<file path="src/rtl/rf_stream_loader_pkg.sv">
// Shared CGRA parameters, loader state encoding and count clamping helper.
package rf_stream_loader_pkg;

  localparam int phit_size    = 512;
  localparam int SIMD_degree  = 16;
  localparam int dwidth_RFadd = 5;
  localparam int depth_RF     = 2 ** dwidth_RFadd;

  typedef enum logic [1:0] {
    IDLE = 2'd0,
    LOAD = 2'd1,
    DONE = 2'd2
  } load_state_t;

  typedef logic [dwidth_RFadd:0] count_t;

  localparam count_t DEPTH_COUNT = count_t'(depth_RF);

  // A load never writes more entries than the register file holds.
  function automatic count_t clamp_count(input count_t n);
    return (n > DEPTH_COUNT) ? DEPTH_COUNT : n;
  endfunction

endpackage

</file>
<file path="src/rtl/rf_stream_loader_addr_gen.sv">
// Base-address latch and beat counter; the address wraps modulo depth_RF.
module rf_addr_gen
  import rf_stream_loader_pkg::*;
(
  input  logic                    clk,
  input  logic                    rst,
  input  logic                    init,
  input  logic [dwidth_RFadd-1:0] base,
  input  logic                    adv,
  output logic [dwidth_RFadd-1:0] addr,
  output count_t                  beat_idx
);

  logic [dwidth_RFadd-1:0] base_q;

  always_ff @(posedge clk) begin
    if (rst) begin
      base_q   <= '0;
      beat_idx <= '0;
    end else if (init) begin
      base_q   <= base;
      beat_idx <= '0;
    end else if (adv) begin
      beat_idx <= beat_idx + 1'b1;
    end
  end

  // Truncating add gives the silent wrap past depth_RF-1.
  assign addr = base_q + beat_idx[dwidth_RFadd-1:0];

endmodule

</file>
<file path="src/rtl/rf_stream_loader.sv">
// Loads a run of stream beats into consecutive register-file entries.
//   state | meaning
//   IDLE  | waiting for start, s_tready low
//   LOAD  | accepting beats, one registered RF write per beat
//   DONE  | one-cycle completion, done high
module rf_stream_loader
  import rf_stream_loader_pkg::*;
(
  input  logic                    clk,
  input  logic                    rst,
  input  logic                    start,
  input  logic [dwidth_RFadd-1:0] base_addr,
  input  logic [dwidth_RFadd:0]   num_words,
  input  logic [phit_size-1:0]    s_tdata,
  input  logic [SIMD_degree-1:0]  s_tlast,
  input  logic                    s_tvalid,
  output logic                    s_tready,
  output logic                    rf_wen,
  output logic [dwidth_RFadd-1:0] rf_wr_addr,
  output logic [phit_size-1:0]    rf_d_in,
  output logic [SIMD_degree-1:0]  rf_tlast_in,
  output logic                    busy,
  output logic                    done,
  output logic                    early_end,
  output logic [dwidth_RFadd:0]   words_written
);

  load_state_t             state;
  count_t                  count_q;
  count_t                  beat_idx;
  count_t                  beat_next;
  logic [dwidth_RFadd-1:0] addr;
  logic                    accept;
  logic                    tlast_hit;
  logic                    last_beat;

  assign s_tready  = (state == LOAD);
  assign accept    = s_tvalid & s_tready;
  assign tlast_hit = |s_tlast;
  assign beat_next = beat_idx + 1'b1;
  assign last_beat = (beat_next == count_q) || tlast_hit;

  rf_addr_gen u_addr_gen (
    .clk      (clk),
    .rst      (rst),
    .init     ((state == IDLE) && start),
    .base     (base_addr),
    .adv      (accept),
    .addr     (addr),
    .beat_idx (beat_idx)
  );

  always_ff @(posedge clk) begin
    if (rst) begin
      state         <= IDLE;
      count_q       <= '0;
      rf_wen        <= 1'b0;
      rf_wr_addr    <= '0;
      rf_d_in       <= '0;
      rf_tlast_in   <= '0;
      busy          <= 1'b0;
      done          <= 1'b0;
      early_end     <= 1'b0;
      words_written <= '0;
    end else begin
      rf_wen <= 1'b0;
      done   <= 1'b0;
      case (state)
        IDLE: begin
          if (start) begin
            count_q       <= clamp_count(num_words);
            words_written <= '0;
            early_end     <= 1'b0;
            busy          <= 1'b1;
            if (num_words == '0) begin
              state <= DONE;
              done  <= 1'b1;
            end else begin
              state <= LOAD;
            end
          end
        end
        LOAD: begin
          if (accept) begin
            rf_wen        <= 1'b1;
            rf_wr_addr    <= addr;
            rf_d_in       <= s_tdata;
            rf_tlast_in   <= s_tlast;
            words_written <= words_written + 1'b1;
            if (last_beat) begin
              state     <= DONE;
              done      <= 1'b1;
              early_end <= tlast_hit && (beat_next < count_q);
            end
          end
        end
        DONE: begin
          state <= IDLE;
          busy  <= 1'b0;
        end
        default: begin
          state <= IDLE;
          busy  <= 1'b0;
        end
      endcase
    end
  end

endmodule

</file>
<file path="config.mk">
export PLATFORM = sky130hd
export DESIGN_NAME = rf_stream_loader
export DESIGN_NICKNAME = d
export VERILOG_FILES = /design/src/rtl/rf_stream_loader_pkg.sv /design/src/rtl/rf_stream_loader_addr_gen.sv /design/src/rtl/rf_stream_loader.sv
export SDC_FILE = /design/constraint.sdc
export NUM_CORES = 1
export LEC_CHECK = 0
export CORE_AREA = 2 2 425 427
export CTS_CLUSTER_SIZE = 14
export DETAILED_ROUTE_END_ITERATION = 10
export DIE_AREA = 0 0 427 429
export MAX_ROUTING_LAYER = met4
export PLACE_DENSITY_LB_ADDON = 0.3
export SYNTH_ARGS = -nofsm -noshare
export SYNTH_HDL_FRONTEND = slang
export SYNTH_SLANG_ARGS = --single-unit
</file>
<file path="constraint.sdc">
create_clock -name clk -period 2.5 [get_ports clk]
set_clock_uncertainty 0.15 [all_clocks]
set_input_delay 0.25 -clock clk [delete_from_list [all_inputs] [get_ports clk]]
set_output_delay 0.25 -clock clk [all_outputs]
set_load 0.03 [all_outputs]
</file>
==> Word level (Yosys, flattened, before mapping) <==
Index checks and enable logic that the tools add are counted.
{ "totals": {"ff_bits": 562, "in_bits": 543, "elab_cells": 60, "mem_bits_rw": 0, "latchBits": 0, "mem_count": 0, "mem_bits_ro": 0, "output_inout_bits": 544} }
{ "classes": {"shift": 0, "n_mux": 21, "n_lt_le_gt_ge": 2, "n_div": 0, "n_mul": 0, "n_addsub": 3, "reduce_logical": 15, "eq_ne": 5, "bitwise_logic": 2} }
{ "op_table": {"columns": ["op", "count"], "rows": [
  ["$mux 6", 3],
  ["$reduce_or 16->1", 1],
  ["$add 6x1->6 const B", 2],
  ["$pmux 6 s2", 1],
  ["$mux 1", 9],
  ["$mux 2", 4],
  ["$eq 6x6->1", 1],
  ["$gt 6x6->1 const B", 1],
  ["$logic_not 6->1", 1],
  ["$lt 6x6->1", 1],
  ["$pmux 1 s2", 3],
  ["$reduce_and 2->1", 3],
  ["$reduce_and 3->1", 2],
  ["$add 5x5->5", 1],
  ["$ne 2x1->1 const B", 2],
  ["$pmux 2 s2", 1],
  ["$reduce_and 4->1", 1],
  ["$reduce_or 2->1", 2],
  ["$eq 2x1->1 const B", 1],
  ["$logic_and 1x1->1", 2],
  ["$logic_not 2->1", 1],
  ["$ne 2x2->1 const B", 1],
  ["$reduce_bool 2->1", 1],
  ["$and 1x1->1", 1],
  ["other kinds (2)", 2]
]} }

==> Depth between registers and ports, before layout <==
Gate-level depths: netlist of the first run.
{ "depth": {"word_depth": 6, "mapped_depth": 8} }

==> By module <==
From an unflattened synthesis of the first run, not the netlist that was laid out.
{ "hier_totals": {"hier_cells": 2489, "hier_area_um2": 19829.0} }
{ "by_module_without_submodules": {"columns": ["mod", "cells_per_inst", "area_each_um2", "instances"], "rows": [
  ["rf_stream_loader", 2428, 19254.7, 1],
  ["rf_addr_gen", 61, 574.3, 1]
]} }

==> Worst setup path after synthesis of the first run <==
Ideal clock, no wire load.
{ "synth_path": {"kind": "register to register", "from": "reg u_addr_gen.beat_idx[0]", "to": "reg early_end", "n_path_buf": 0, "t_required_ns": 2.276, "stages_incl_launch_ff": 9, "arrival_ns": 1.912, "period_less_slack_ns": 2.136, "setup_ns": 0.074, "path_slack_ns": 0.364, "path_cell_list": "dfxtp_1 > ha_1 > nand3_1 > xnor2_1 > ha_1 > a21o_1 > a211o_1 > a211o_1 > a31oi_1"} }
{ "synth_between": {"elab_chain_len": 6, "elab_cells_between_ends": 10, "classes_between": "1 x add/sub; 1 x order compare; 2 x eq/ne; 3 x mux; 3 x reduce/logical"} }
{ "synth_rtl": {"columns": ["element", "line", "rtl"], "rows": [
  ["from (decl)", "rf_stream_loader_addr_gen.sv:11", "output count_t beat_idx"],
  ["from (signal assigned)", "rf_stream_loader_addr_gen.sv:24", "beat_idx <= beat_idx + 1'b1;"],
  ["$add 6x1->6 (*)", "rf_stream_loader.sv:40", "assign beat_next = beat_idx + 1'b1;"],
  ["net beat_next[4]", "rf_stream_loader.sv:31", "count_t beat_next;"],
  ["$lt 6x6->1", "rf_stream_loader.sv:93", "early_end <= tlast_hit && (beat_next < count_q);"],
  ["$logic_and 1x1->1", "rf_stream_loader.sv:93", null],
  ["$mux 1", "rf_stream_loader.sv:90", "if (last_beat) begin"],
  ["$mux 1", "rf_stream_loader.sv:84", "if (accept) begin"],
  ["$pmux 1 s2", "rf_stream_loader.sv:68", "case (state)"],
  ["to (signal assigned)", "rf_stream_loader.sv:93", null],
  ["to (decl)", "rf_stream_loader.sv:24", "output logic early_end,"]
]} }
The timed path passes the listed nets; every way through them passes the cells marked *. The select of a mux whose other input is x is not followed.
A chain may end at the register's enable or synchronous reset.

==> Worst setup path after layout of the first run <==
{ "layout_path": {"from": "reg rf_d_in[157]", "to": "out rf_d_in[157]"} }
{ "layout_rtl": {"columns": ["element", "line", "rtl"], "rows": [
  ["from (decl)", "rf_stream_loader.sv:20", "output logic [phit_size-1:0] rf_d_in,"],
  ["from (signal assigned)", "rf_stream_loader.sv:87", "rf_d_in <= s_tdata;"]
]} }
No word-level cell between the ends.

==> results of run 1 <==
## power groups by stage
stage          clock network, mW  logic (mW)  registers, mW
6_report                    11.2        4.03           9.45
5_1_grt                     12.0        4.28           9.49
4_1_cts                     11.7        4.09           9.45
3_5_place_dp                   0        3.40           9.65
3_3_place_gp                   0        3.40           9.64
2_1_floorplan                  0       0.831           10.2
## synth_stat cells (all sizes together) (6+ instances only)
cell and instances:
nand3 6, ha 12, buf 123, nand2 1085
xnor2 6, clkbuf 63, inv 12, dfxtp 562
nor2 18, nand3b 6, a21oi 550
## final timing paths
kind | from | endpoint | depth (start not counted)
max | rf_d_in[157]$_SDFFE_PP0P_ | rf_d_in[157] | 1
min | s_tdata[151] | rf_d_in[151]$_SDFFE_PP0P_ | 3
max reg2reg | u_addr_gen.beat_idx[1]$_SDFFE_PP0P_ | done$_SDFF_PP0_ | 9
min reg2reg | count_q[2]$_SDFFE_PP0P_ | count_q[2]$_SDFFE_PP0P_ | 2
## registers in the layout, summed over array words and instances (netlist names)
register,cells
busy,1
count_q,6
done,1
early_end,1
rf_d_in,512
rf_tlast_in,16
rf_wen,1
rf_wr_addr,5
state,2
u_addr_gen.base_q,5
u_addr_gen.beat_idx,6
words_written,6
## layer usage
| metal | track usage | part of all wire |
|---|---|---|
| met1 | 0.149 | 0.42 |
| met2 | 0.201 | 0.47 |
| met3 | 0.0308 | 0.061 |
| met4 | 0.0642 | 0.051 |
| met5 | - | 0 |
## cell usage in the layout (no fill, tap or decap), drive strengths merged, types with 2 or more instances in the layout
| master | n |
|---|---|
| nand2 | 1085 |
| clkdlybuf4s50 | 1078 |
| dfxtp | 562 |
| a21oi | 550 |
| dlygate4sd3 | 478 |
| clkbuf | 107 |
| buf | 95 |
| diode | 29 |
| nor2 | 18 |
| inv | 17 |
| clkinv | 14 |
| ha | 12 |
| nand3 | 6 |
| xnor2 | 6 |
| nand3b | 6 |
| xor2 | 5 |
| o21ai | 5 |
| a21o | 5 |
| nor4 | 5 |
| bufinv | 5 |
| nand4 | 4 |
| a211oi | 4 |
| nor3 | 4 |
| or3 | 3 |
| nor3b | 2 |
| a211o | 2 |
| clkinvlp | 2 |
| dlygate4sd2 | 2 |
| a31oi | 2 |
## kinds of logic after synthesis
| logic type | Yosys count | synth area share |
|---|---|---|
| AOI/OAI and AO/OA | 570 | 0.145 |
| xor gates and xnor gates | 11 | 0.00480 |
| adders and majority gates | 13 | 0.00848 |
| buffers and inverters | 198 | 0.0608 |
| DFF | 562 | 0.561 |
| muxes | 1 | 0.000561 |
| and+or+nand+nor | 1140 | 0.219 |
## worst min-delay path, stage by stage
cell	delay, ns
sky130_fd_sc_hd__clkdlybuf4s50_1	0.41
sky130_fd_sc_hd__nand2_1	0.12
sky130_fd_sc_hd__a21oi_1	0.07
## timing repair
action,4_1_cts,5_1_grt
buffers inserted,0,0
gates resized for setup,2,0
hold buffers,478,0
hold endpoints to repair,492,0
setup endpoints to repair,2,0
## area by class of cell
cell class	instances	area share
repair buffers	1653	0.405
flip-flops and latches	562	0.274
multi-input cells	1735	0.185
well taps	2355	0.0718
clock buffers	107	0.0534
clock inverters	26	0.00763
diodes	29	0.00177
inverters	12	0.00110
==> summary.md, run 1 <==
| Metric | Value |
|---|---|
| Result of the run | complete, no violations |
| Average size of a mapped cell | 8.04 sq um |
| Sequential cell fraction of total power | 0.383 |
| DRC marker count from the first detailed-route iteration | roughly 1000 |
| Vias in the first global route | 22552 |
| Die width | about 430 um |
| Half-perimeter wire length after placement | 90600 um |
| Die footprint | around 180000 sq um |
| CP Buf/Inv Count | 1 |
| Area of all sequential standard cells | about 11000 sq um |
| Critical path's largest stage delay | around 0.74 ns |
| Signal arrival time at the worst endpoint | 1.94 ns |
| Critical path, cell by cell | clkdlybuf4s50_1 |
| Required time worst endpoint | ~2.1 ns |
| Synth unique cells | 40 |
| Part of the power in the clock network | 0.454 |
| Fraction of layout cells with a size suffix above 1 | 0.0537 |
| Maximum clock frequency | approximately 0.43 GHz |
| Slowest cell on the critical path | sky130_fd_sc_hd__clkdlybuf4s50_1 |
| Area growth, synth to finish | 104% |
| # setup viols final | 0 |
| Final global-route overflow total | 0 |
| Sequential share of the synthesized area | 0.561 |
| Cells after DPL | 5839 |
| Setup repair after global routing missed its margin | no |
| PnR Total Power | between 20 and 25 mW |
| Cell area power density | 602 nW/um^2 |
| PortBufs | 1086 |
| Final standard cell area without fillers | 41000 sq um |
| Net count reported at finish | roughly 4600 |
| Clk_lat worst skew | a little under 0.7 ns |
| CP startpoint kind | flip-flop |
| Count of vias placed by the detailed router | between 20000 and 25000 |
| Cell types with the largest area share after synthesis | sky130_fd_sc_hd__dfxtp_1 56%, sky130_fd_sc_hd__nand2_1 20%, sky130_fd_sc_hd__a21oi_1 14%, sky130_fd_sc_hd__buf_6 2.6%, sky130_fd_sc_hd__buf_2 1.6% |
| Longest Clk Path Bufs | 3 |
| Cell area after placement | 33700 sq um |
| Total number of placement rows | 155 |
| Initial cell density of the core | 0.113 |
| Clock Root Buffer | sky130_fd_sc_hd__clkbuf_16 |
| Number of maximum-capacitance violations | 0 |
| Synthesized flop and latch total | about 560 |
| Standby leakage power | approximately 14 nW |
| Clock slew at reported path FFs | 0.05 ns |
| Internal power consumption | 18.0 mW |
| Startpoint-to-endpoint class of the critical path | reg -> out |
| Number of antenna violations at the first check in global routing | 36 |
| First-pass GRT wire length | between 150000 and 200000 um |
| Area share of the leading cell type in the synthesized netlist | 0.561 |
| Fraction of registers with async set/reset | 0 |
| Maximum vdd drop | ~470 uV |
| Post-synthesis instance area | approximately 20000 sq um |
| Total count of max-transition violations in the final report | 0 |
| Yosys warning count | 0 |
| Routability congestion estimate | approximately 0.9 |
| EDFF count, synth | 0 |
| Switching portion of total power | 0.272 |
| Top-level port count | between 1000 and 1500 |
| Combinational share of power | 0.163 |
| Post-Route Hold Slack | about 0.067 ns |
| Fraction of the core area covered by cells at the end of the flow | 0.230 |
| Worst Path Max Fanout | 2 |
| Non-filler instance count after layout | around 6500 |
| Primary FF master, synth | sky130_fd_sc_hd__dfxtp_1 |
| Library cell occupying the most area in the post-synthesis netlist | sky130_fd_sc_hd__dfxtp_1 |
| Capturing element type of the critical path | primary output |
| Top cell family by delay on the critical path | buffers and inverters |
| Smallest setup slack after layout | 0.160 ns |
| Detail-routed net length per standard cell | 18.2 um |
| Overall die height | 429 um |
| Residual DRC | 0 |
| Final total negative setup slack | 0 ns |
| Final Routed Wirelength | around 120000 um |
| Drt pass-1 iters | 7 |
| Switching power summed over all nets | roughly 6.7 mW |
| Least-Margin Pin Slew | around 0.67 ns |
| Fin. Hold Viols | 0 |
| Worst slew margin relative to its limit | 0.554 |
| Vias per inst | ~3.5 |
| Synth Net Count | 3051 |
| Antenna viol nets, final | 0 |
| Worst setup timing slack at the placement stage | 0.234 ns |
| Final worst path period need | around 2.3 ns |
| Cells after synthesis | 2495 |
| Number of fillers in the final layout | between 15000 and 20000 |
| Largest net degree at the start of global routing | 91 |
| Global-route total usage across every layer | 0.127 |
| Total area of multi-input combinational cells | between 7000 and 8000 sq um |
| Total CTS buffers | 76 |
| CTS sink count | ~560 |
| Clock tree from TritonCTS | built |
| Core Box Area | 178000 sq um |
| Worst min-delay path category | in -> reg |
| Worst setup slack for register-to-register paths | approximately 0.28 ns |
| Period utilisation layout | 0.936 |
| Maximum level of the CTS H-tree | 3 |
Note: power is estimated with default switching activity, not from simulation.
==> run 2, diff against run 1 <==
CORE_AREA = 2 2 420 422   (was 2 2 425 427)
DIE_AREA = 0 0 422 424   (was 0 0 427 429)
DONT_BUFFER_PORTS = 1   (was unset)
SYNTH_HIERARCHICAL = 1   (was unset)
==> run 2 against run 1 <==
Wire length down 6.2%; synthesized cell count decreased by 0.24%; setup slack lost 0.022 ns; flip-flop and latch count unchanged; critical path depth up 6; combinational power is 49% lower; synthesized area fell by 1.2%; largest cell class is now flip-flops and latches; largest power group unchanged.
==> summary.md, run 2 <==
| Metric | Value |
|---|---|
| Final standard cell area without fillers | roughly 34000 sq um |
| Area growth, synth to finish | 69.9% |
| Final Routed Wirelength | between 100000 and 150000 um |
| Cell types with the largest area share after synthesis | sky130_fd_sc_hd__dfxtp_1 57%, sky130_fd_sc_hd__nand2_1 20%, sky130_fd_sc_hd__a21oi_1 14%, sky130_fd_sc_hd__buf_2 2.0%, sky130_fd_sc_hd__buf_4 1.6% |
| Total CTS buffers | 70 |
| PortBufs | 0 |
| Signal arrival time at the worst endpoint | about 2.8 ns |
| Top-level port count | 1087 |
| Biggest regs | rf_d_in: 512 flops, rf_tlast_in: 16 flops |
| Fin. Hold Viols | 0 |
| Largest net degree at the start of global routing | 558 |
| Sequential share of the synthesized area | 0.567 |
| Cells after synthesis | roughly 2500 |
| Total area of multi-input combinational cells | 7580 sq um |
| Half-perimeter wire length after placement | about 76000 um |
| Internal power consumption | approximately 17 mW |
| Startpoint of the most critical setup path | state[1]$_SDFFE_PP0P_ |
| Fraction of layout cells with a size suffix above 1 | 0.0537 |
| Switching portion of total power | 0.269 |
| XOR/XNOR share of the synthesized area | 0.00618 |
| Hold path start | s_tlast[5] |
| Number of flip-flops in the largest register | 512 |
| Total number of placement rows | 154 |
| Worst Path Max Fanout | 35 |
| Fraction of registers with async set/reset | 0 |
| Fraction of the core area covered by cells at the end of the flow | 0.193 |
| Global-route total usage across every layer | 0.113 |
| Post-synthesis instance area | 19800 sq um |
| Cell area power density | approximately 680 nW/um^2 |
| Average size of a mapped cell | roughly 8 sq um |
| Worst slew margin relative to its limit | 0.381 |
| EDFF count, synth | 0 |
| Count of vias placed by the detailed router | ~21000 |
| Primary FF master, synth | sky130_fd_sc_hd__dfxtp_1 |
| Routability congestion estimate | about 0.9 |
| Vias in the first global route | ~20000 |
| Combinational share of power | 0.090 |
| Antenna viol nets, final | 0 |
| Top-count cell post-synth | sky130_fd_sc_hd__nand2_1 |
| Clk_lat worst skew | 0.65 ns |
| Clock Root Buffer | sky130_fd_sc_hd__clkbuf_16 |
| CTS sink count | approximately 560 |
| Number of fillers in the final layout | 19479 |
| Worst min-delay path category | in -> reg |
| Cell area after placement | roughly 22000 sq um |
| Net count reported at finish | between 3000 and 4000 |
| Longest Clk Path Bufs | 3 |
| Detail-routed net length per standard cell | about 19 um |
| Startpoint-to-endpoint class of the critical path | reg -> reg |
| Maximum level of the CTS H-tree | 3 |
| Result of the run | complete, no violations |
| First-pass GRT wire length | around 140000 um |
| CP startpoint kind | flip-flop |
| Die footprint | between 150000 and 200000 sq um |
| Area of all sequential standard cells | 11300 sq um |
| Non-filler instance count after layout | between 5000 and 6000 |
| Synth Net Count | 3046 |
| Most common cell after layout, fill and taps aside | sky130_fd_sc_hd__nand2_1 |
| PnR Total Power | approximately 23 mW |
| Number of maximum-capacitance violations | 0 |
| Drt pass-1 iters | 5 |
| Standby leakage power | about 12 nW |
| Clock tree from TritonCTS | built |
| Vias per inst | approximately 3.7 |
| Number of antenna violations at the first check in global routing | 48 |
| Final worst path period need | between 2 and 2.5 ns |
| # setup viols final | 0 |
| Switching power summed over all nets | just over 6 mW |
| Period utilisation layout | 0.945 |
| Residual DRC | 0 |
| Yosys warning count | 6 |
| Sequential cell fraction of total power | 0.444 |
| Overall die height | approximately 420 um |
| Mux cell area share after synthesis | 0.00360 |
| Synth unique cells | 37 |
| Part of the power in the clock network | 0.466 |
| Initial cell density of the core | 0.113 |
| Largest family of logic cells by synthesized area | simple AND/OR/NAND/NOR gates |
| Die width | 422 um |
| Clock slew at reported path FFs | approximately 0.060 ns |
| Maximum vdd drop | roughly 400 uV |
| Commonest cells after routing, fill and taps aside | 1079 x sky130_fd_sc_hd__nand2_1, 862 x sky130_fd_sc_hd__dlygate4sd3_1, 561 x sky130_fd_sc_hd__dfxtp_1 |
| Capturing element type of the critical path | flip-flop |
| Core Box Area | 175000 sq um |
| Post-Route Hold Slack | around 0.074 ns |
| Simple-gate area share of the yosys netlist | 0.220 |
| Final global-route overflow total | 0 |
| Cells after DPL | between 4000 and 5000 |
| Area share of the leading cell type in the synthesized netlist | 0.567 |
| DRC marker count from the first detailed-route iteration | 1500 |
| Synthesized flop and latch total | between 500 and 600 |
| Total count of max-transition violations in the final report | 0 |
| Reg-to-reg critical path startpoint | state[1]$_SDFFE_PP0P_ |
| Maximum clock frequency | around 0.42 GHz |
| Cell types with the highest counts after synthesis | 1079 x sky130_fd_sc_hd__nand2_1, 562 x sky130_fd_sc_hd__dfxtp_1, 546 x sky130_fd_sc_hd__a21oi_1 |
| Worst setup slack for register-to-register paths | about 0.14 ns |
| Least-Margin Pin Slew | 0.925 ns |
| Required time worst endpoint | just under 3 ns |
| Register with the most flip-flops | rf_d_in |
| Library cell occupying the most area in the post-synthesis netlist | sky130_fd_sc_hd__dfxtp_1 |
| Arithmetic-cell share of the synthesized area counting full adders, half adders and majority gates | 0.00921 |
| Complex-gate fraction of the synthesized area | 0.143 |
-- run 2: final timing paths --
check | endpoint | cells past startpoint
max reg2reg | rf_d_in[203]$_SDFFE_PP0P_ | 7
min reg2reg | count_q[5]$_SDFFE_PP0P_ | 2
min | early_end$_SDFFE_PP0P_ | 4
max | rf_d_in[203]$_SDFFE_PP0P_ | 7
-- run 2: what timing repair did --
action | in CTS | in global routing
buffers inserted | 0 | 3
setup endpoints to repair | 0 | 81
hold buffers | 679 | 187
endpoints found under the hold margin | 562 | 224
resized for setup | 0 | 4
-- run 2: kinds of logic (layout without fill, tap and decap cells) --
group / Yosys count / after routing
flops: 562 / 562
fa+ha+maj: 14 / 14
other cells: 0 / 38
buf+inv: 197 / 1060
mux: 7 / 7
xor+xnor: 14 / 14
simple gates: 1135 / 1135
compound gates: 560 / 560
-- run 2: layout make-up --
| class | instances | share of cell area |
|---|---|---|
| clock buffers | 107 | 0.0639 |
| well taps | 2340 | 0.0869 |
| repair buffers | 922 | 0.279 |
| multi-input cells | 1730 | 0.225 |
| diodes | 38 | 0.00282 |
| inverters | 13 | 0.00182 |
| flip-flops and latches | 562 | 0.334 |
| clock inverters | 18 | 0.00680 |
-- run 2: per-layer routing --
metal,wire length [um],share of wire,vias to the layer above,global-route usage
met5,0,0,-,-
met2,51700,0.47,1048,0.173
met1,43700,0.40,10084,0.132
met3,9630,0.087,220,0.0401
met4,5410,0.049,0,0.0558
li1,-,-,9713,-
-- run 2: through the flow --
step | worst slack [ns] | TNS, ns
after CTS | 0.00971 | 0
after detailed placement | 0.274 | 0
final | 0.138 | 0
after global routing | -0.00367 | -0.00367
after global placement | 0.211 | 0
after floorplan | 0.354 | 0
-- run 2: critical path: stages, from the launching register on --
cell	delay [ns]
sky130_fd_sc_hd__dfxtp_2	0.35
sky130_fd_sc_hd__nand3b_4	0.21
sky130_fd_sc_hd__clkinv_8	0.13
sky130_fd_sc_hd__buf_12	0.19
sky130_fd_sc_hd__buf_12	0.23
sky130_fd_sc_hd__nand2_1	0.20
sky130_fd_sc_hd__a21oi_1	0.17
sky130_fd_sc_hd__dlygate4sd3_1	0.58
-- run 2: power groups by stage --
stage / combinational (mW) / clock (mW) / sequential (mW)
after floorplan: 0.791 / 0 / 10.2
after global placement: 0.927 / 0 / 10.4
after detailed placement: 0.947 / 0 / 10.4
after CTS: 1.74 / 11.0 / 10.2
after global routing: 2.22 / 11.3 / 10.2
final: 2.05 / 10.7 / 10.2
==> run 3, diff against run 2 <==
CAP_MARGIN = 0   (was unset)
CORE_AREA = 2 2 428 430   (was 2 2 420 422)
DIE_AREA = 0 0 430 432   (was 0 0 422 424)
==> run 3 against run 2 <==
The run now ends with slew limit left; first-iteration DRC count down 7.9%; sequential power about the same; worst hold slack worse by 0.024 ns; critical path type unchanged.
==> summary.md, run 3 (synthesis gave the netlist of run 2 again) <==
| Metric | Value |
|---|---|
| Total count of max-transition violations in the final report | roughly 180 |
| Initial cell density of the core | 0.109 |
| Smallest setup slack after layout | 0.0315 ns |
| Area growth, synth to finish | 71.2% |
| Hold path start | s_tlast[6] |
| Final total negative setup slack | 0 ns |
| Most common cell after layout, fill and taps aside | sky130_fd_sc_hd__nand2_1 |
| Clk_lat worst skew | roughly 0.7 ns |
| Largest net degree at the start of global routing | 558 |
| Cell area power density | 683 nW/um^2 |
| Maximum clock frequency | 0.405 GHz |
| Number of maximum-capacitance violations | 0 |
| Vias per inst | 3.65 |
| Worst Path Max Fanout | 28 |
| Drt pass-1 iters | 5 |
| Final standard cell area without fillers | between 30000 and 40000 sq um |
| R2R depth | 7 |
| Post-Route Hold Slack | 0.0499 ns |
| Period utilisation layout | 0.987 |
| Longest Clk Path Bufs | 3 |
| Vias in the first global route | between 20000 and 25000 |
| Final global-route overflow total | 0 |
| Cells after DPL | about 4700 |
| Capturing element type of the critical path | flip-flop |
| Final worst path period need | ~2.5 ns |
| Commonest cells after routing, fill and taps aside | 1076 x sky130_fd_sc_hd__nand2_1, 859 x sky130_fd_sc_hd__dlygate4sd3_1, 561 x sky130_fd_sc_hd__dfxtp_1 |
| Maximum level of the CTS H-tree | 3 |
| Number of antenna violations at the first check in global routing | between 50 and 60 |
| Clock tree from TritonCTS | built |
| DRC marker count from the first detailed-route iteration | between 1000 and 1500 |
| PnR Total Power | around 23 mW |
| Net count reported at finish | about 3900 |
| Top-level port count | approximately 1100 |
| PortBufs | 0 |
| Reg-to-reg critical path startpoint | state[1]$_SDFFE_PP0P_ |
| Residual DRC | 0 |
| Overall die height | 432 um |
| Fin. Hold Viols | 0 |
| Global-route total usage across every layer | 0.116 |
| Core Box Area | between 150000 and 200000 sq um |
| Detail-routed net length per standard cell | 20.1 um |
| Signal arrival time at the worst endpoint | 2.88 ns |
| Result of the run | complete, but fails checks |
| Die footprint | approximately 190000 sq um |
| Fraction of layout cells with a size suffix above 1 | 0.0546 |
| Worst slew margin relative to its limit | -0.443 |
| Number of fillers in the final layout | about 20000 |
| Number of flip-flops in the largest register | slightly above 500 |
| Failing checks | slew limit |
| Antenna viol nets, final | 0 |
| Clock slew at reported path FFs | about 0.060 ns |
| Least-Margin Pin Slew | ~2.2 ns |
| # setup viols final | 0 |
| Total CTS buffers | 71 |
| First-pass GRT wire length | between 150000 and 200000 um |
| Required time worst endpoint | a little under 3 ns |
| Routability congestion estimate | between 0.8 and 0.9 |
| Crit Reg-Reg Endpoint | rf_d_in[198]$_SDFFE_PP0P_ |
| Worst setup slack for register-to-register paths | 0.03 ns |
| Worst min-delay path category | in -> reg |
| Cell area after placement | between 20000 and 25000 sq um |
| Half-perimeter wire length after placement | between 80000 and 90000 um |
| Non-filler instance count after layout | 5788 |
| Clock Root Buffer | sky130_fd_sc_hd__clkbuf_16 |
| Standby leakage power | between 10 and 15 nW |
| Worst setup timing slack at the placement stage | roughly 0.29 ns |
| Fraction of the core area covered by cells at the end of the flow | 0.187 |
| WHS Path Cells | 4 |
| Maximum vdd drop | roughly 440 uV |
| Register with the most flip-flops | rf_d_in |
| CP startpoint kind | flip-flop |
| Biggest regs | rf_d_in: 512 flops, rf_tlast_in: 16 flops |
| Worst hold path endpoint | state[0]$_SDFFE_PP0P_ |
| Total number of placement rows | between 150 and 200 |
| Final Routed Wirelength | 117000 um |
| Die width | approximately 430 um |
| Count of vias placed by the detailed router | 21126 |
| Startpoint-to-endpoint class of the critical path | reg -> reg |
| CTS sink count | between 500 and 600 |
==> run 3: layout make-up <==
type                            instances  area (sq um)  share of cell area
Tap cell                             2385          2980              0.0879
Sequential cell                       562         11300               0.332
Timing Repair Buffer                  918          9440               0.278
Antenna cell                           52           130             0.00383
Timing Repair inverter                  1          11.3            0.000332
Clock inverter                         30           484              0.0143
Inverter                               13          75.1             0.00221
Clock buffer                           97          1970              0.0582
Multi-Input combinational cell       1730          7590               0.224
==> run 3: critical path, cell delays in order, from the launching register on <==
cell and delay (ns):
sky130_fd_sc_hd__dfxtp_4 0.39, sky130_fd_sc_hd__nand3b_4 0.25, sky130_fd_sc_hd__clkinv_16 0.15, sky130_fd_sc_hd__buf_16 0.20, sky130_fd_sc_hd__buf_12 0.19, sky130_fd_sc_hd__nand2_1 0.20
sky130_fd_sc_hd__a21oi_1 0.10, sky130_fd_sc_hd__dlygate4sd3_1 0.66
==> run 3: where the power goes <==
part / internal [mW] / total [mW] / leakage (nW) / switching (mW)
combinational: 1.09 / 2.07 / 6.83 / 0.976
clock: 6.45 / 10.9 / 1.19 / 4.49
sequential: 9.27 / 10.2 / 4.55 / 0.910
total: 16.8 / 23.2 / 12.6 / 6.37
==> run 3: timing repair <==
item                                    CTS  global route
setup buffers                             0             3
resized for setup                         0            21
endpoints found under the setup margin    0           305
hold buffers                            837            24
hold endpoints to repair                562           129
==> run 3: layer usage <==
layer,global-route usage,wire length (um),vias to the layer above
met3,0.0482,11200,260
met2,0.174,52300,982
met4,0.0597,6520,0
li1,-,-,9725
met1,0.130,46400,10159
met5,-,0,-
==> run 3: how the worst max path moves through the flow <==
stage / from / to / slack [ns] / cells after the start
floorplan: u_addr_gen/beat_idx[0]$_SDFFE_PP0P_ / early_end$_SDFFE_PP0P_ / 0.35 / 8
global placement: u_addr_gen/beat_idx[1]$_SDFFE_PP0P_ / early_end$_SDFFE_PP0P_ / 0.21 / 8
detailed placement: u_addr_gen/beat_idx[0]$_SDFFE_PP0P_ / early_end$_SDFFE_PP0P_ / 0.29 / 8
CTS: state[1]$_SDFFE_PP0P_ / rf_d_in[501]$_SDFFE_PP0P_ / 0.005 / 7
global route: state[1]$_SDFFE_PP0P_ / rf_d_in[191]$_SDFFE_PP0P_ / -0.008 / 6
finish: state[1]$_SDFFE_PP0P_ / rf_d_in[198]$_SDFFE_PP0P_ / 0.03 / 7
